$ cat src/rtl/flash_boot_loader.sv
// Boot-time copier: reads a BIOS image from SPI flash with one READ burst and
// writes it as little-endian 16-bit words into boot RAM over Wishbone.
module flash_boot_loader #(
  parameter logic [23:0] FLASH_ADDR = 24'h0B0000,
  parameter logic [18:0] DEST_BASE  = 19'h7F000,
  parameter int          WORDS      = 4096,
  parameter int          CLK_DIV    = 2
) (
  input  logic        clk,
  input  logic        rst,
  output logic        spi_sck_o,
  output logic        spi_cs_n_o,
  output logic        spi_mosi_o,
  input  logic        spi_miso_i,
  output logic [15:0] wb_dat_o,
  output logic [18:0] wb_adr_o,
  output logic        wb_we_o,
  output logic        wb_tga_o,
  output logic        wb_stb_o,
  output logic        wb_cyc_o,
  output logic [1:0]  wb_sel_o,
  input  logic        wb_ack_i,
  output logic        done_o,
  output logic        cpu_rst_o
);

  localparam int CW = (WORDS > 1) ? $clog2(WORDS) : 1;
  localparam int DW = (CLK_DIV > 1) ? $clog2(CLK_DIV) : 1;

  localparam logic [2:0] S_IDLE  = 3'd0;
  localparam logic [2:0] S_CMD   = 3'd1;
  localparam logic [2:0] S_RD_LO = 3'd2;
  localparam logic [2:0] S_RD_HI = 3'd3;
  localparam logic [2:0] S_WB_WR = 3'd4;
  localparam logic [2:0] S_DONE  = 3'd5;

  localparam logic [CW-1:0] LAST_WORD = CW'(WORDS - 1);
  localparam logic [DW-1:0] DIV_TOP   = DW'(CLK_DIV - 1);
  localparam logic [31:0]   CMD_WORD  = {8'h03, FLASH_ADDR};

  logic [2:0]    r_state;
  logic [DW-1:0] r_div;
  logic [4:0]    r_bit;
  logic [31:0]   r_cmd;
  logic [7:0]    r_shift;
  logic [7:0]    r_lo;
  logic [CW-1:0] r_count;

  wire w_shifting = (r_state == S_CMD) || (r_state == S_RD_LO) || (r_state == S_RD_HI);
  wire w_tick     = (r_div == DIV_TOP);
  wire w_rise     = w_shifting && w_tick && !spi_sck_o;
  wire w_fall     = w_shifting && w_tick && spi_sck_o;
  wire w_last_bit = (r_state == S_CMD) ? (r_bit == 5'd31) : (r_bit == 5'd7);

  assign wb_tga_o = 1'b0;

  // SCK stays frozen outside the shifting states, so Wishbone stalls never lose bits.
  always_ff @(posedge clk or negedge rst) begin
    if (!rst) begin
      r_state    <= S_IDLE;
      r_div      <= '0;
      r_bit      <= 5'd0;
      r_cmd      <= 32'd0;
      r_shift    <= 8'd0;
      r_lo       <= 8'd0;
      r_count    <= '0;
      spi_sck_o  <= 1'b0;
      spi_cs_n_o <= 1'b1;
      spi_mosi_o <= 1'b0;
      wb_dat_o   <= 16'd0;
      wb_adr_o   <= 19'd0;
      wb_we_o    <= 1'b0;
      wb_stb_o   <= 1'b0;
      wb_cyc_o   <= 1'b0;
      wb_sel_o   <= 2'b00;
      done_o     <= 1'b0;
      cpu_rst_o  <= 1'b1;
    end else begin
      if (w_shifting) begin
        r_div <= w_tick ? '0 : r_div + 1'b1;
        if (w_tick) spi_sck_o <= ~spi_sck_o;
        if (w_rise) r_shift <= {r_shift[6:0], spi_miso_i};
        if (w_fall) r_bit <= w_last_bit ? 5'd0 : r_bit + 5'd1;
      end
      case (r_state)
        S_IDLE: begin
          r_state    <= S_CMD;
          spi_cs_n_o <= 1'b0;
          spi_mosi_o <= CMD_WORD[31];
          r_cmd      <= {CMD_WORD[30:0], 1'b0};
          r_bit      <= 5'd0;
          r_div      <= '0;
        end
        S_CMD: begin
          if (w_fall) begin
            spi_mosi_o <= w_last_bit ? 1'b0 : r_cmd[31];
            r_cmd      <= {r_cmd[30:0], 1'b0};
            if (w_last_bit) r_state <= S_RD_LO;
          end
        end
        S_RD_LO: begin
          if (w_fall && w_last_bit) begin
            r_lo    <= r_shift;
            r_state <= S_RD_HI;
          end
        end
        S_RD_HI: begin
          if (w_fall && w_last_bit) begin
            r_state  <= S_WB_WR;
            wb_cyc_o <= 1'b1;
            wb_stb_o <= 1'b1;
            wb_we_o  <= 1'b1;
            wb_sel_o <= 2'b11;
            wb_adr_o <= DEST_BASE + 19'(r_count);
            wb_dat_o <= {r_shift, r_lo};
          end
        end
        S_WB_WR: begin
          if (wb_ack_i) begin
            wb_cyc_o <= 1'b0;
            wb_stb_o <= 1'b0;
            wb_we_o  <= 1'b0;
            wb_sel_o <= 2'b00;
            if (r_count == LAST_WORD) begin
              r_state    <= S_DONE;
              spi_cs_n_o <= 1'b1;
              done_o     <= 1'b1;
              cpu_rst_o  <= 1'b0;
              wb_adr_o   <= 19'd0;
              wb_dat_o   <= 16'd0;
            end else begin
              r_count <= r_count + 1'b1;
              r_state <= S_RD_LO;
            end
          end
        end
        S_DONE: r_state <= S_DONE;
        default: r_state <= S_IDLE;
      endcase
    end
  end

endmodule

$ cat config.mk
export PLATFORM = sky130hd
export DESIGN_NAME = flash_boot_loader
export DESIGN_NICKNAME = d
export VERILOG_FILES = /design/src/rtl/flash_boot_loader.sv
export SDC_FILE = /design/constraint.sdc
export NUM_CORES = 1
export LEC_CHECK = 0
export ABC_AREA = 1
export CAP_MARGIN = 20
export CORE_AREA = 2 2 93 131
export DETAILED_ROUTE_END_ITERATION = 10
export DIE_AREA = 0 0 95 133
export GPL_TIMING_DRIVEN = 0
export PLACE_DENSITY = 0.6
export SETUP_SLACK_MARGIN = 0.15
export SLEW_MARGIN = 10
export SYNTH_ARGS = -nofsm -noshare
export SYNTH_HDL_FRONTEND = slang
export SYNTH_SLANG_ARGS = --single-unit
$ cat constraint.sdc
create_clock -name clk -period 2.11 [get_ports clk]
set_input_delay 0.422 -clock clk [delete_from_list [all_inputs] [get_ports clk]]
set_output_delay 0.422 -clock clk [all_outputs]
set_load 0.02 [all_outputs]
==> flow_summary_export.csv, run 1 <==
group,metric,value,unit
synth,yosys_most_used_dff,"dfrtp_1",
final_layout,fin_nets,517,
setup_path,cp.required,1690,ps
detailed_routing,route.met3.wl,324,µm
synth,synthArstFlopShare,100.0,%
synth,synth_edf_count,0,
synth,yosys-top-cells-count,"nand2_1, dfrtp_1, inv_1, nand4_1, o21ai_0",
synth,yosysWarningCount,0,
synth,synth_cells,451,
placed_design,io_buffers,48,
run,drv_cap,0,
final_layout,antennaDiodeCount,0,
timing,setup_violations,0,
floorplanning,die_w,95,µm
detailed_routing,dr.pass1.iters,4,
setup_path,start_kind,"flip-flop",
clock_network,clock_path_buffers,2,
grt,grt_start_max_net_pins,49,
detailed_routing,wire_per_inst,12.10,µm
synth,syn_avg_cell_area,8.714,µm²
power_and_ir_drop,total_power,0.003524,W
timing,maxSlewViolCount,0,
detailed_routing,wl_met2,4189,µm
clock_network,cts_made_buffers,9,
worst_hold_path,min_path_type,"primary input to asynchronous set/reset pin",
clock_network,cts_setup_buffers,0,
setup_path,r2r_cells,10,
setup_path,critPathArrivalTime,1470,ps
final_layout,final_layout_size_suffix_gt1_share,13.95,%
floorplanning,initial_utilization,33.92,%
setup_path,critPathMaxFanout,8,
synth,ys_ff_latch,87,
detailed_routing,drc,0,
clock_network,insertion_delay,340,ps
grt,grt_pass1_wl,13820,µm
power_and_ir_drop,ir_worst_vdd,0.3537,mV
detailed_routing,vias_per_cell,4.691,
timing,post-route-period-util,89.87,%
final_layout,stdcell_count,663,
final_layout,syn_to_final_growth,26.23,%
timing,timing.slew.headroom,58.59,%
placed_design,dp_slack,90.56,ps
clock_network,tritoncts,"built",
timing,clock_skew,6.553,ps
final_layout,postLayoutCoreUtil,42.82,%
setup_path,worstSetupStartpoint,"wb_adr_o[17]",
clock_network,htree_num_levels,3,
placed_design,globalplace.congestion,0.8734,
synth,yosysMostFrequentCell,"nand2_1",
clock_network,ctsHoldBuffers,0,
setup_path,timing_worst_setup_path_type,"flip-flop to primary output",
placed_design,placed_cells,647,
setup_path,r2r-start,"r_count[0]",
final_layout,fin_area,4961,µm²
clock_network,cts-root-buf,"clkbuf_16",
detailed_routing,wl_met1,3379,µm
timing,tightest_slew,621.1,ps
grt,grt_overflow,0,
synth,yosysSeqAreaShare,55.46,%
setup_path,r2r_slack,310,ps
synth,yosysTopAreaCell,"dfrtp_1",
setup_path,crit_path_end_kind,"primary output",
placed_design,hpwlAfterDp,5941,µm
detailed_routing,antenna_left,0,
detailed_routing,via_count,3110,
floorplanning,core-area,11580,µm²
detailed_routing,wirelength,8020,µm
outcome,status,"completed",
power_and_ir_drop,p_leak,2.425,nW
grt,antenna_found_initial,0,
synth,synthesis.nets,457,
synth,synth_top_area_share,54.12,%
detailed_routing,drtIter0Drc,175,
grt,grt_usage,13.88,%
timing,period_needed,1896,ps
timing,rsz0062_at_grt,"no",
synth,synth_cell_types,29,
setup_path,crit_path_end,"wb_adr_o[18]",
timing,fin_ws,213.8,ps
floorplanning,die_y,133,µm
floorplanning,boundaryPins,50,
synth,yosys-top-cells-area,"dfrtp_1, nand2_1, nand4_1, inv_1, o21ai_0",
grt,grt_pass1_vias,2985,
detailed_routing,top_layer_used,"met4",
setup_path,r2r-end,"wb_dat_o[1]",
timing,finalHoldViolCount,0,
timing,fmax,527.4,MHz
placed_design,place_area,4612,µm²
clock_network,clk_pin_slew,60,ps
floorplanning,die_area,12640,µm²
clock_network,cts_sinks,87,
floorplanning,rows,47,
synth,synth_area,3930,µm²
power_and_ir_drop,powerDensity,710.4,nW/µm²
registers in the layout, indices dropped and copies added, names as in the netlist:
| name | cells |
|---|---|
| cpu_rst_o | 1 |
| done_o | 1 |
| r_bit | 5 |
| r_cmd | 15 |
| r_count | 12 |
| r_div | 1 |
| r_lo | 8 |
| r_shift | 8 |
| r_state | 3 |
| spi_cs_n_o | 1 |
| spi_mosi_o | 1 |
| spi_sck_o | 1 |
| wb_adr_o | 13 |
| wb_dat_o | 16 |
| wb_sel_o | 1 |
worst max-delay path, cell delays in order, from the launching register on:
cell,delay (ps)
dfrtp_2,430
buf_4,120
clkdlybuf4s50_1,590
metrics by stage:
stage / TNS [ps] / hold slack [ps]
after floorplan: 0 / 126.4
final: 0 / 106.4
after detailed placement: 0 / 433.9
after CTS: 0 / 126.3
after global routing: 0 / 154.1
after global placement: -220100 / 432.4
logic make-up (layout without fill, tap and decap cells):
family,count (synthesis),count (layout),share of synthesized area [%]
AND/OR/NAND/NOR,229,229,25.76
flip-flops,87,87,55.46
buffers and inverters,74,139,8.946
AO/OA/AOI/OAI,49,49,7.100
XOR/XNOR,9,9,2.006
adder cells (fa/ha/maj),2,2,0.6366
other,1,1,0.09542
worst min-delay path by stage:
stage,endpoint,from,cells after the start,slack [ps]
floorplan,done_o,rst,0,130
global placement,cpu_rst_o,cpu_rst_o,2,430
detailed placement,cpu_rst_o,cpu_rst_o,2,430
CTS,r_count[10],rst,1,130
global route,r_cmd[23],rst,1,150
finish,r_count[6],rst,1,110
routing by layer:
metal / GRT usage, % / vias to the layer above
met5: 0 / -
met4: 5.233 / 0
li1: - / 1576
met2: 23.05 / 63
met1: 17.08 / 1460
met3: 3.702 / 11
power breakdown:
part	switching [W]	internal, W	total (W)
combinational	0.0000587	0.0000277	0.0000864
clock	0.000631	0.00110	0.00173
sequential	0.0000169	0.00169	0.00171
final cells by class:
| class | instances | area (µm²) |
|---|---|---|
| multi-input combinational | 290 | 1411 |
| timing repair buffer | 49 | 498.0 |
| fill | 1167 | 6624 |
| clock inverter | 5 | 80.08 |
| clock buffer | 11 | 252.7 |
| sequential | 87 | 2183 |
| tap | 147 | 183.9 |
| buffer | 29 | 182.7 |
| inverter | 45 | 168.9 |
what timing repair did:
item	CTS	global route
resized for setup	3	6
cloned	0	0
endpoints found under the setup margin	20	38
placed cells by master, fill, tap and decap left out, types with 3 or more instances in the layout:
cell type,n
nand2_1,140
nand3_1,18
nor3_1,7
xor2_1,5
buf_4,13
nor2_1,19
inv_2,4
dfrtp_2,3
clkdlybuf4s50_1,47
dfrtp_1,82
o21ai_0,26
nand2_2,4
nor2_2,3
xnor2_1,4
clkbuf_16,9
o21ai_2,6
buf_2,11
clkbuf_1,4
o22ai_1,8
nand4_1,32
inv_1,41
a21oi_1,6
No activity file was read; power rests on OpenSTA's default activity.
==> run 2, diff against run 1 <==
==> constraint.sdc (replaced) <==
create_clock -name clk -period 2.39 [get_ports clk]
set_input_delay 0.478 -clock clk [delete_from_list [all_inputs] [get_ports clk]]
set_output_delay 0.478 -clock clk [all_outputs]
set_load 0.02 [all_outputs]
==> run 2 against run 1 <==
Final cell count unchanged. Critical path type unchanged. Largest cell class unchanged. Critical path depth is the same. Core utilization fell by 0.13 points. Sequential share of layout area rose by 0.083 points. Non-clock buffer count is the same. Critical endpoint unchanged. First-iteration DRC count is 4.0% lower. Clock skew about the same. Highest routed layer unchanged. Combinational power decreased by 12%. Wire length barely moved. Worst setup slack gained 160 ps. Cell area decreased by 0.30%.
==> flow_summary_export.csv, run 2 (synthesis gave the netlist of run 1 again) <==
group,metric,value,unit
final_layout,final_layout_size_suffix_gt1_share,12.60,%
placed_design,io_buffers,48,
floorplanning,boundaryPins,50,
setup_path,cp_cell_sequence,"buf_4, clkdlybuf4s50_1",
power_and_ir_drop,ir_worst_vdd,0.3131,mV
run,drv_cap,0,
detailed_routing,drtIter0Drc,168,
floorplanning,die_y,133,µm
timing,fmax,495.5,MHz
detailed_routing,wire_per_inst,12.10,µm
final_layout,top_regs,"wb_dat_o (16), r_cmd (15), wb_adr_o (13)",
floorplanning,rows,47,
setup_path,cp.required,1910,ps
final_layout,syn_to_final_growth,25.85,%
final_layout,postLayoutCoreUtil,42.69,%
final_layout,largest_reg_flops,16,
timing,post-route-period-util,84.44,%
final_layout,fin_nets,517,
grt,grt_start_max_net_pins,49,
timing,clock_skew,6.220,ps
floorplanning,die_w,95,µm
grt,antenna_found_initial,0,
clock_network,insertion_delay,340,ps
power_and_ir_drop,powerDensity,629.0,nW/µm²
timing,finalHoldViolCount,0,
final_layout,final_common_cell,"nand2_1",
clock_network,ctsHoldBuffers,0,
timing,setup_violations,0,
grt,grt_overflow,0,
setup_path,slowest_delay,590,ps
placed_design,globalplace.congestion,0.8734,
timing,tightest_slew,622.3,ps
final_layout,multi_input_area,1399,µm²
clock_network,clock_path_buffers,2,
grt,grt_pass1_vias,2989,
power_and_ir_drop,p_leak,2.432,nW
final_layout,antennaDiodeCount,0,
grt,grt_usage,13.89,%
setup_path,r2r-end,"wb_dat_o[1]",
outcome,status,"completed",
timing,rsz0062_at_grt,"no",
clock_network,htree_num_levels,3,
floorplanning,core-area,11580,µm²
detailed_routing,via_count,3086,
setup_path,critPathMaxFanout,8,
final_layout,regArea,2181,µm²
detailed_routing,dr.pass1.iters,4,
setup_path,r2r_cells,10,
setup_path,crit_path_end_kind,"primary output",
detailed_routing,wirelength,8019,µm
clock_network,tritoncts,"built",
worst_hold_path,min_path_type,"primary input to asynchronous set/reset pin",
setup_path,critPathArrivalTime,1540,ps
setup_path,r2r-start,"r_count[0]",
clock_network,cts_made_buffers,9,
final_layout,fillers,1166,
timing,period_needed,2018,ps
clock_network,cts-root-buf,"clkbuf_16",
timing,timing.slew.headroom,58.51,%
grt,grt_pass1_wl,13830,µm
timing,maxSlewViolCount,0,
final_layout,most-common-layout-cells,"nand2_1, dfrtp_1, clkdlybuf4s50_1",
setup_path,start_kind,"flip-flop",
detailed_routing,antenna_left,0,
clock_network,cts_sinks,87,
setup_path,cp_slowest_cell,"clkdlybuf4s50_1",
timing,fin_tns_setup,0,ps
floorplanning,initial_utilization,33.92,%
detailed_routing,drc,0,
final_layout,largest-register,"wb_dat_o",
clock_network,clk_pin_slew,60,ps
detailed_routing,vias_per_cell,4.655,
setup_path,timing_worst_setup_path_type,"flip-flop to primary output",
floorplanning,die_area,12640,µm²
power_and_ir_drop,total_power,0.003111,W
setup_path,r2r_slack,440,ps
placed_design,hpwlAfterDp,5941,µm
run 2: cell counts in the layout (fill, tap and decap cells not counted):
Identical to the previous run, type by type.
run 2: cell type report:
cell class | instances | area share (%)
repair buffers | 49 | 10.07
flip-flops and latches | 87 | 44.09
multi-input cells | 290 | 28.28
plain buffers | 29 | 3.693
clock buffers | 11 | 5.110
well taps | 147 | 3.719
clock inverters | 5 | 1.619
inverters | 45 | 3.415
run 2: per-layer routing:
| layer | vias up | part of all wire, % | wire length, µm | global-route usage (%) |
|---|---|---|---|---|
| met5 | - | 0 | 0 | 0 |
| met2 | 49 | 52 | 4177 | 23.09 |
| li1 | 1576 | - | - | - |
| met1 | 1450 | 43 | 3447 | 17.08 |
| met4 | 0 | 1.6 | 127 | 5.233 |
| met3 | 11 | 3.3 | 267 | 3.702 |
run 2: worst max path at each step:
stage	from	endpoint	slack, ps	cells after the start
3_5_place_dp	r_count[0]	wb_dat_o[3]	370	10
5_1_grt	r_count[0]	wb_dat_o[1]	220	10
3_3_place_gp	rst	wb_sel_o[0]	-2330	1
6_report	wb_adr_o[17]	wb_adr_o[18]	370	2
4_1_cts	wb_adr_o[17]	wb_adr_o[18]	340	2
2_1_floorplan	r_count[0]	wb_adr_o[17]	650	10
run 2: per-stage QoR:
step,hold slack [ps],instances,instance area (µm²),setup WS (ps)
floorplan,182.4,451,3930,649.7
global placement,432.4,646,4594,-2335
detailed placement,433.9,647,4612,370.6
CTS,182.3,663,4945,340.8
global route,210.1,663,4946,222.0
finish,162.3,663,4946,372.0
run 2: critical path: cells and delay by family, from the launching register on:
kind / cells / cell delay, ps
buffers and inverters: 2 / 740
flip-flops: 1 / 470
run 2: repair_timing:
action / CTS / global route
resized for setup: 0 / 1
buffers inserted: 0 / 0
setup endpoints to repair: 0 / 1
run 2: where the power goes:
| part | internal (W) | switching, W | total, W |
|---|---|---|---|
| Clock | 0.000970 | 0.000557 | 0.00153 |
| Combinational | 0.0000241 | 0.0000518 | 0.0000758 |
| Sequential | 0.00149 | 0.0000150 | 0.00151 |
==> run 3, diff against run 2 <==
==> constraint.sdc (replaced) <==
create_clock -name clk -period 2 [get_ports clk]
set_input_delay 0.4 -clock clk [delete_from_list [all_inputs] [get_ports clk]]
set_output_delay 0.4 -clock clk [all_outputs]
set_load 0.02 [all_outputs]
==> run 3 against run 2 <==
Wire length is 0.57% higher. Clock power is 19% higher. Cell area is 0.96% higher. Sequential cell count stayed put. Global-route usage is 0.094 points higher. Clock skew is 1.7 ps lower. Worst setup slack worse by 160 ps. Critical path depth is 1 lower. Register-to-register slack worse by 150 ps. Sequential power is 19% higher. Non-clock buffer count is 2 higher. Final cell count is 0.30% higher.
==> flow_summary_export.csv, run 3 (synthesis gave the netlist of run 1 again) <==
group,metric,value,unit
outcome,status,"completed",
grt,antenna_found_initial,0,
setup_path,cp_slowest_cell,"clkdlybuf4s50_1",
detailed_routing,wirelength,8065,µm
setup_path,critPathArrivalTime,1390,ps
final_layout,largest_reg_flops,16,
clock_network,insertion_delay,340,ps
clock_network,clk_pin_slew,60,ps
timing,setup_violations,0,
setup_path,r2r-start,"r_count[1]",
clock_network,tritoncts,"built",
worst_hold_path,min_path_type,"primary input to asynchronous set/reset pin",
detailed_routing,via_count,3115,
timing,maxSlewViolCount,0,
detailed_routing,drc,0,
floorplanning,die_area,12640,µm²
power_and_ir_drop,p_leak,2.513,nW
setup_path,cp.required,1600,ps
grt,grt_pass1_vias,3019,
timing,timing.slew.headroom,58.41,%
clock_network,htree_num_levels,3,
run,drv_cap,0,
final_layout,final_common_cell,"nand2_1",
grt,grt_start_max_net_pins,49,
clock_network,cts-root-buf,"clkbuf_16",
final_layout,final_layout_size_suffix_gt1_share,14.67,%
timing,finalHoldViolCount,0,
grt,grt_pass1_wl,13940,µm
setup_path,crit_buf_inv,1,
floorplanning,die_w,95,µm
timing,clock_skew,4.560,ps
detailed_routing,dr.pass1.iters,4,
placed_design,io_buffers,48,
setup_path,worstSetupStartpoint,"wb_adr_o[17]",
final_layout,fin_nets,519,
floorplanning,boundaryPins,50,
setup_path,timing_worst_setup_path_type,"flip-flop to primary output",
power_and_ir_drop,ir_worst_vdd,0.3737,mV
grt,grt_overflow,0,
setup_path,start_kind,"flip-flop",
timing,fin_ws,209.8,ps
final_layout,antennaDiodeCount,0,
timing,fmax,558.6,MHz
detailed_routing,antenna_left,0,
final_layout,syn_to_final_growth,27.06,%
detailed_routing,wire_per_inst,12.13,µm
setup_path,critPathMaxFanout,8,
setup_path,crit_path_end_kind,"primary output",
setup_path,crit_family,"buffers and inverters",
placed_design,hpwlAfterDp,5941,µm
timing,rsz0062_at_grt,"no",
power_and_ir_drop,powerDensity,744.4,nW/µm²
placed_design,globalplace.congestion,0.8734,
grt,grt_usage,13.98,%
detailed_routing,drtIter0Drc,161,
setup_path,cp_cell_sequence,"clkdlybuf4s50_1",
clock_network,ctsHoldBuffers,0,
final_layout,top_regs,"wb_dat_o (16), r_cmd (15), wb_adr_o (13)",
floorplanning,initial_utilization,33.92,%
floorplanning,die_y,133,µm
placed_design,dp_slack,-19.44,ps
final_layout,largest-register,"wb_dat_o",
timing,post-route-period-util,89.51,%
setup_path,r2r_slack,290,ps
timing,whs,84.14,ps
final_layout,most-common-layout-cells,"nand2_1, dfrtp_1, inv_1",
detailed_routing,vias_per_cell,4.684,
setup_path,r2r-end,"wb_dat_o[1]",
timing,period_needed,1790,ps
clock_network,cts_made_buffers,9,
clock_network,cts_sinks,87,
setup_path,slowest_delay,630,ps
timing,tightest_slew,623.9,ps
setup_path,r2r_cells,10,
clock_network,clock_path_buffers,2,
floorplanning,rows,47,
timing,fin_tns_setup,0,ps
floorplanning,core-area,11580,µm²
==> run 3: cell count changes in the layout (fill, tap and decap cells not counted), sizes merged <==
cell / before / now
dlygate4sd2: 0 / 12
clkbuf: 15 / 16
clkdlybuf4s50: 47 / 34
dlymetal6s2s: 0 / 1
buf: 27 / 28
==> run 3: how the worst max path moves through the flow <==
stage | endpoint | cells past startpoint | slack (ps)
floorplan | wb_adr_o[17] | 10 | 260
global placement | wb_sel_o[0] | 1 | -2650
detailed placement | wb_dat_o[3] | 10 | -20
CTS | wb_adr_o[12] | 1 | 180
global route | wb_dat_o[1] | 10 | 160
finish | wb_adr_o[12] | 1 | 210
==> run 3: timing repair <==
item	4_1_cts	5_1_grt
buffers inserted	1	1
resized for setup	18	12
setup endpoints to repair	44	57
==> run 3: per-stage QoR <==
step	instances	power (W)	utilization [%]	cell area [µm²]
finish	665	0.003717	43.10	4994
floorplan	451	0.001866	-	3930
detailed placement	647	0.001929	39.81	4612
global route	665	0.003862	43.10	4994
CTS	664	0.003768	42.73	4950
global placement	646	0.001923	39.66	4594
==> run 3: layout make-up <==
cell class	count	area (µm²)
Buffer	29	187.7
Inverter	45	171.4
Multi-Input combinational cell	290	1434
Clock buffer	11	252.7
Sequential cell	87	2183
Timing Repair Buffer	51	500.5
Clock inverter	5	80.08
Tap cell	147	183.9
Fill cell	1160	6591
==> run 3: layer usage <==
metal  share of wire, %  vias to the layer above  global-route usage, %
li1                   -                     1579                      -
met1                 42                     1468                  17.15
met2                 52                       57                  23.33
met3                3.6                       11                  3.702
met4                1.6                        0                  5.233
met5                  0                        -                      0
==> run 3: power by group <==
group	leakage, nW	total [W]	internal (W)	switching (W)
Sequential	1.13	0.00180	0.00178	0.0000179
Combinational	1.23	0.0000942	0.0000304	0.0000638
Clock	0.158	0.00182	0.00116	0.000661
Total	2.51	0.00372	0.00297	0.000743
